--- config.mk ---
export PLATFORM = sky130hd
export DESIGN_NAME = pipe_stage_reg
export DESIGN_NICKNAME = d
export VERILOG_FILES = /design/src/rtl/pipe_stage_reg.sv
export SDC_FILE = /design/constraint.sdc
export NUM_CORES = 1
export LEC_CHECK = 0
export BUFFER_PORTS_ARGS = -buffer_cell sky130_fd_sc_hd__buf_4
export CAP_MARGIN = 20
export CORE_ASPECT_RATIO = 1.25
export CORE_MARGIN = 2
export CORE_UTILIZATION = 45
export CTS_BUF_LIST = sky130_fd_sc_hd__clkbuf_8
export DETAILED_ROUTE_END_ITERATION = 6
export MAX_ROUTING_LAYER = met4
export PLACE_DENSITY = 0.68
export SLEW_MARGIN = 20
export SYNTH_ARGS = -nofsm -noshare
export SYNTH_HDL_FRONTEND = slang
export SYNTH_SLANG_ARGS = --single-unit
--- constraint.sdc ---
create_clock -name clk -period 3.8 [get_ports clk]
set_clock_uncertainty 0.2 [all_clocks]
set_input_delay 0.38 -clock clk [delete_from_list [all_inputs] [get_ports clk]]
set_output_delay 0.38 -clock clk [all_outputs]
set_load 0.01 [all_outputs]
--- src/rtl/pipe_stage_reg.sv ---
// pipe_stage_reg: two-entry skid buffer for a pipeline control word.
// The head register feeds the output directly and the tail register absorbs
// one extra word when downstream stalls. Because every output is decoded
// from registered state, there is no combinational path from input to output.
// A saturating counter records the output cycles that stall.
module pipe_stage_reg #(
    parameter int WIDTH = 32,
    parameter int CNT_W = 16
) (
    input  logic             clk,
    input  logic             rst,
    input  logic             flush,
    input  logic             in_valid,
    input  logic [WIDTH-1:0] in_data,
    output logic             in_ready,
    output logic             out_valid,
    output logic [WIDTH-1:0] out_data,
    input  logic             out_ready,
    output logic [1:0]       occupancy,
    output logic [CNT_W-1:0] stall_cnt
);

    typedef enum logic [1:0] {
        EMPTY = 2'd0,
        ONE   = 2'd1,
        FULL  = 2'd2
    } state_e;

    localparam logic [CNT_W-1:0] STALL_MAX = {CNT_W{1'b1}};
    localparam logic [CNT_W-1:0] STALL_ONE = {{(CNT_W-1){1'b0}}, 1'b1};

    state_e             state_q, state_d;
    logic [WIDTH-1:0]   head_q, head_d;
    logic [WIDTH-1:0]   tail_q, tail_d;
    logic [CNT_W-1:0]   stall_q, stall_d;
    logic               accept_s;
    logic               deliver_s;

    // Decode the handshake and the occupancy from registered state only.
    always_comb begin
        in_ready  = (state_q != FULL);
        out_valid = (state_q != EMPTY);
        out_data  = head_q;
        stall_cnt = stall_q;
        accept_s  = in_valid && (state_q != FULL);
        deliver_s = out_out_ok(state_q, out_ready);
        case (state_q)
            EMPTY:   occupancy = 2'd0;
            ONE:     occupancy = 2'd1;
            FULL:    occupancy = 2'd2;
            default: occupancy = 2'd0;
        endcase
    end

    // A word leaves the stage whenever one is held and downstream is ready.
    function automatic logic out_out_ok(input state_e st, input logic rdy);
        return (st != EMPTY) && rdy;
    endfunction

    // Next state and register loads; flush overrides every transition and
    // discards the offered word, leaving head and tail untouched.
    always_comb begin
        state_d = state_q;
        head_d  = head_q;
        tail_d  = tail_q;
        if (flush) begin
            state_d = EMPTY;
        end else begin
            case (state_q)
                EMPTY: begin
                    if (accept_s) begin
                        head_d  = in_data;
                        state_d = ONE;
                    end else begin
                        state_d = EMPTY;
                    end
                end
                ONE: begin
                    if (accept_s && deliver_s) begin
                        head_d  = in_data;
                        state_d = ONE;
                    end else if (accept_s) begin
                        tail_d  = in_data;
                        state_d = FULL;
                    end else if (deliver_s) begin
                        state_d = EMPTY;
                    end else begin
                        state_d = ONE;
                    end
                end
                FULL: begin
                    if (deliver_s) begin
                        head_d  = tail_q;
                        state_d = ONE;
                    end else begin
                        state_d = FULL;
                    end
                end
                default: begin
                    state_d = EMPTY;
                end
            endcase
        end
    end

    // Stall counter: count stalled output cycles (flush cycles included) and stick at the maximum.
    always_comb begin
        if (out_valid && !out_ready && (stall_q != STALL_MAX)) begin
            stall_d = stall_q + STALL_ONE;
        end else begin
            stall_d = stall_q;
        end
    end

    // State, data and counter registers; reset empties the stage and clears everything.
    always_ff @(posedge clk or posedge rst) begin
        if (rst) begin
            state_q <= EMPTY;
            head_q  <= {WIDTH{1'b0}};
            tail_q  <= {WIDTH{1'b0}};
            stall_q <= {CNT_W{1'b0}};
        end else begin
            state_q <= state_d;
            head_q  <= head_d;
            tail_q  <= tail_d;
            stall_q <= stall_d;
        end
    end

endmodule

==> qor.csv, run 1 <==
metric,value,unit
outcome,finished clean,
peak supply drop,0.273,mV
# IOs,89,
R2R cell count,8,
final wirelength,7910,µm
Ys Warns,0,
initial antenna violation count,0,
Final TNS setup,0,ns
pin count of the biggest net entering global routing,38,
total track usage,18.3,%
Total Nets Final,465,
DRT Pass-1 Iters,4,
gpl congestion,0.768,
post_cts resized,0,
Max Slew Vio Count,0,
CTS buffer count,9,
"Cell Area, Synth",3890,µm²
Synth Instances,337,
final hold violations,0,
hold wc startpoint,in_data[17],
startpoint types,register,
worst hold slack,0.0546,ns
# diodes,0,
max-capacitance violation count,0,
CTS max path bufs,2,
Avg Inst Size Synth,11.6,µm²
Post-synth EDFFs,0,
top_reg_cell synth,dfrtp_1,
PwrDens,531,nW/µm²
DR vias,2724,
hold buffer count at cts,2,
PortBufs,88,
drt drc,0,
post-synthesis cell type count,40,
clk_lat worst skew,0.35,ns
first-pass GRT wire length,13000,µm
1st-iter DRT viols,82,
die area,9420,µm²
Worst Path Max Fanout,36,
RSZ-0062 raised after global routing,false,
CTS sink cnt,82,
CTS tree,built,
r2r endpoint,out_data[18],
"Critical Path, Cell by Cell",nand2b_4 -> and2_1 -> ha_1 -> mux2i_1 -> o22ai_1 -> nand2b_2 -> buf_12 -> mux2_1,
Initial Util,46.7,%
fraction of registers with async set/reset,100,%
placed instance area,4610,µm²
layout cells sized above 1,33.8,%
CTS H-tree lvls,3,
crit-path leading delay family,simple AND/OR/NAND/NOR gates,
leakage,2.50,nW
CTS root buffer,clkbuf_8,
setup bufs post-CTS,0,
type of the tightest min-delay check,input port to register,
Max Fclk,0.345,GHz
Yosys reg bits,82,
die height,108,µm
post-DP HPWL,5480,µm
final setup fails,0,
"Seq/Total Area, Yosys",52.7,%
Fillers,731,
CP Data Required Time,3.83,ns
Hold Path End,tail_q[17],
vias in the first global route,2723,
most frequent cells in the layout,"nand2_1, buf_4, dfrtp_1",
Final Cycle Share,76.4,%
Worst path max stage delay,0.45,ns
remaining antenna violation count after routing,0,
Crit Path Class,register to register,
PnR Total Power,2.55,mW
total grt overflow,0,
WP buf/inv,1,
clock slew at reported path FFs,0.08,ns
Chip Width,87.2,µm
"commonest non-fill, non-tap cell in the layout",nand2_1,
post-layout min period,2.90,ns
crit path launch,state_q[0],
WL per Instance,15.0,µm
hold-critical path depth,2,
"Net Count, Synth",377,
Area growth syn-to-layout,23.5,%
element type at the critical path end,register,
core area,8330,µm²
worst rel slew slack,46.3,%
design area,4810,µm²
Sequential Area,2050,µm²
Reg2Reg Launch Point,state_q[0],
worst-margin pin slew,0.805,ns
drt via density,5.18,
CP arrival,2.94,ns
r2r setup slk,0.90,ns
std cell rows,37,
"Max stage delay cell, worst path",dfrtp_1,
area of the multi-input gates,1720,µm²
==> cells by family (layout without fill, tap and decap cells) <==
kind of cell / after synthesis / count (layout) / synth area share [%]
AOI/OAI and AO/OA: 10 / 10 / 1.70
xor gates and xnor gates: 13 / 13 / 2.92
adders and majority gates: 3 / 3 / 0.964
buffers and inverters: 20 / 112 / 3.24
DFF: 82 / 82 / 52.7
muxes: 67 / 67 / 22.2
and+or+nand+nor: 142 / 142 / 16.3
==> sequential cells by signal, indices dropped and copies added, names as in the netlist <==
signal and flops:
tail_q 32, stall_cnt 16, state_q 2, out_data 32
==> stage by stage <==
stage          setup slack (ns)  instances  utilization, %
2_1_floorplan              1.11        337               -
3_3_place_gp              0.955        509            55.3
6_report                  0.898        526            57.7
4_1_cts                   0.875        526            57.7
3_5_place_dp              0.880        509            55.3
5_1_grt                   0.709        526            57.7
==> layer usage <==
layer / share of wire (%) / vias up / GRT usage (%)
met4: 2.1 / 0 / 8.24
li1: - / 1303 / -
met2: 50 / 69 / 29.1
met3: 4.0 / 11 / 2.75
met5: 0 / - / -
met1: 44 / 1341 / 23.0
==> Yosys cell counts (3+ instances only) <==
master | n | area (µm²)
dfrtp_1 | 82 | 2050
nor2_1 | 8 | 30.0
mux2_4 | 30 | 450
clkbuf_1 | 6 | 22.5
a21oi_1 | 3 | 15.0
xor2_1 | 11 | 96.3
buf_4 | 3 | 22.5
buf_6 | 5 | 56.3
nor4_1 | 3 | 18.8
nand3_1 | 5 | 25.0
nand2_1 | 102 | 383
ha_1 | 3 | 37.5
nor3_1 | 6 | 30.0
and4_1 | 3 | 26.3
mux2_1 | 33 | 372
inv_1 | 3 | 11.3
==> where the power goes <==
| group | internal [mW] | leakage [nW] | total [mW] | switching [mW] |
|---|---|---|---|---|
| logic | 0.414 | 1.39 | 0.677 | 0.263 |
| registers | 1.11 | 1.00 | 1.27 | 0.159 |
| clock network | 0.311 | 0.105 | 0.606 | 0.295 |
==> layout make-up <==
| class | count | area share [%] |
|---|---|---|
| tap | 97 | 2.52 |
| inverter | 4 | 0.338 |
| sequential | 82 | 42.7 |
| clock buffer | 10 | 2.86 |
| multi-input combinational | 235 | 35.8 |
| clock inverter | 5 | 0.988 |
| timing repair buffer | 93 | 14.9 |
==> worst max path at each step <==
stage                        end  depth (start not counted)  slack, ns
finish              out_data[18]                          8       0.90
global route        out_data[19]                          8       0.71
CTS                 out_data[18]                          8       0.88
detailed placement  out_data[18]                          8       0.88
global placement    out_data[19]                          8       0.95
floorplan            out_data[0]                          1       1.11
==> worst reg2reg max path, stage by stage (launching register included) <==
cell	delay [ns]
dfrtp_1	0.45
nand2b_4	0.37
and2_1	0.29
ha_1	0.20
mux2i_1	0.13
o22ai_1	0.11
nand2b_2	0.44
buf_12	0.27
mux2_1	0.34
(Power assumes the default switching activity.)
==> inputs of run 2 (changes only) <==
PLACE_DENSITY = 0.71   (was 0.68)
clock period = 2.55 ns   (was 3.8 ns; I/O delays follow)
==> qor.csv, run 2 (same netlist as run 1, synthesis figures left out) <==
metric,value,unit,change
Area growth syn-to-layout,34.0,%,was 23.5%
"commonest non-fill, non-tap cell in the layout",nand2_1,,unchanged
std cell rows,37,,unchanged
# IOs,89,,unchanged
peak supply drop,0.438,mV,was 0.273 mV
utilization after layout,62.6,%,was 57.7%
placed instance area,4660,µm²,was 4610 µm²
PwrDens,750,nW/µm²,was 531 nW/µm²
pin count of the biggest net entering global routing,83,,was 38
clk_lat worst skew,0.35,ns,about the same
CP arrival,2.39,ns,was 2.94 ns
DR vias,2855,,"was 2,724"
remaining antenna violation count after routing,0,,unchanged
layout cells sized above 1,32.5,%,was 33.8%
post-layout min period,2.36,ns,was 2.90 ns
drt drc,0,,unchanged
max-capacitance violation count,0,,unchanged
WL per Instance,14.7,µm,was 15.0 µm
drt via density,5.06,,was 5.18
final setup fails,0,,unchanged
most frequent cells in the layout,"nand2_1, buf_4, dfrtp_1",,unchanged
Chip Width,87.2,µm,unchanged
CTS root buffer,clkbuf_8,,unchanged
final wirelength,8290,µm,was 7910 µm
Crit Path Class,register to register,,unchanged
CTS max path bufs,2,,unchanged
gpl congestion,0.820,,was 0.768
die area,9420,µm²,unchanged
element type at the critical path end,register,,unchanged
total track usage,19.5,%,was 18.3%
Final Cycle Share,92.4,%,was 76.4%
Max Fclk,0.424,GHz,was 0.345 GHz
Total Nets Final,502,,was 465
design area,5220,µm²,was 4810 µm²
worst-margin pin slew,0.508,ns,was 0.805 ns
worst hold slack,0.111,ns,was 0.0546 ns
Fillers,688,,was 731
type of the tightest min-delay check,input port to register,,unchanged
Worst Path Max Fanout,23,,was 36
die height,108,µm,unchanged
PortBufs,88,,unchanged
post-route non-filler standard cell count,564,,was 526
PnR Total Power,3.91,mW,was 2.55 mW
# diodes,0,,unchanged
CTS H-tree lvls,3,,unchanged
clock slew at reported path FFs,0.08,ns,about the same
total grt overflow,0,,unchanged
1st-iter DRT viols,138,,was 82
final hold violations,0,,unchanged
core area,8330,µm²,unchanged
leakage,2.66,nW,was 2.50 nW
startpoint types,register,,unchanged
CTS sink cnt,82,,unchanged
CTS buffer count,9,,unchanged
outcome,finished clean,,unchanged
CTS tree,built,,unchanged
RSZ-0062 raised after global routing,false,,unchanged
Max Slew Vio Count,0,,unchanged
Setup WS post-layout,0.193,ns,was 0.898 ns
Final TNS setup,0,ns,unchanged
post-placement cell count,513,,was 509
DRT Pass-1 Iters,4,,unchanged
Initial Util,46.7,%,unchanged
Place WS,0.200,ns,was 0.880 ns
initial antenna violation count,0,,unchanged
post-DP HPWL,5360,µm,was 5480 µm
first-pass GRT wire length,13900,µm,"was 13,000 µm"
CP Data Required Time,2.58,ns,was 3.83 ns
worst rel slew slack,65.9,%,was 46.3%
vias in the first global route,2927,,"was 2,723"
==> run 2: changes by cell type in the layout (fill, tap and decap cells not counted), sizes merged <==
cell | before | now
clkinv | 3 | 2
inv | 5 | 4
clkinvlp | 0 | 3
buf | 91 | 95
dlygate4sd3 | 2 | 35
==> run 2: critical path: stages, from the launching register on <==
cell and delay [ns]:
dfrtp_1 0.46, or2_2 0.32, nand2_1 0.10, inv_1 0.05
ha_1 0.20, mux2i_1 0.13, o22ai_1 0.11, nand2b_2 0.12
buf_12 0.21, mux2_1 0.34
==> run 2: cell type report <==
class                      count  area [µm²]  area share, %
sequential                    82        2050           39.3
multi-input combinational    235        1720           33.0
timing repair buffer         130        1100           21.1
clock buffer                  10         138           2.64
tap                           97         121           2.33
clock inverter                 6        63.8           1.22
inverter                       4        21.3          0.408
==> run 2: worst paths after layout <==
kind / slack (ns) / cells past startpoint / end / from
max in group asynchronous: 1.44 / 4 / state_q[0] / rst
worst min-delay path: 0.11 / 5 / state_q[0] / in_valid
worst min register to register: 0.29 / 1 / tail_q[8] / tail_q[8]
min in group asynchronous: 0.36 / 4 / stall_cnt[6] / rst
worst max register to register: 0.19 / 9 / out_data[18] / state_q[0]
worst max-delay path: 0.19 / 9 / out_data[18] / state_q[0]
==> run 2: power breakdown <==
group / internal [mW] / total, mW / leakage (nW) / switching (mW)
Sequential: 1.66 / 1.90 / 1.00 / 0.240
Clock: 0.479 / 0.951 / 0.0987 / 0.472
Combinational: 0.658 / 1.07 / 1.56 / 0.409
==> run 2: metal layers <==
layer	vias up	track usage [%]	wire, µm	part of all wire, %
li1	1371	-	-	-
met1	1405	24.8	3710	45
met2	67	30.9	4130	50
met3	12	4.35	339	4.1
met4	0	6.70	112	1.4
met5	-	-	0	0
==> run 2: timing repair <==
action,in CTS,in global routing
hold endpoints to repair,116,0
gates resized for setup,0,2
endpoints found under the setup margin,0,1
buffers inserted,0,0
hold buffers,35,0
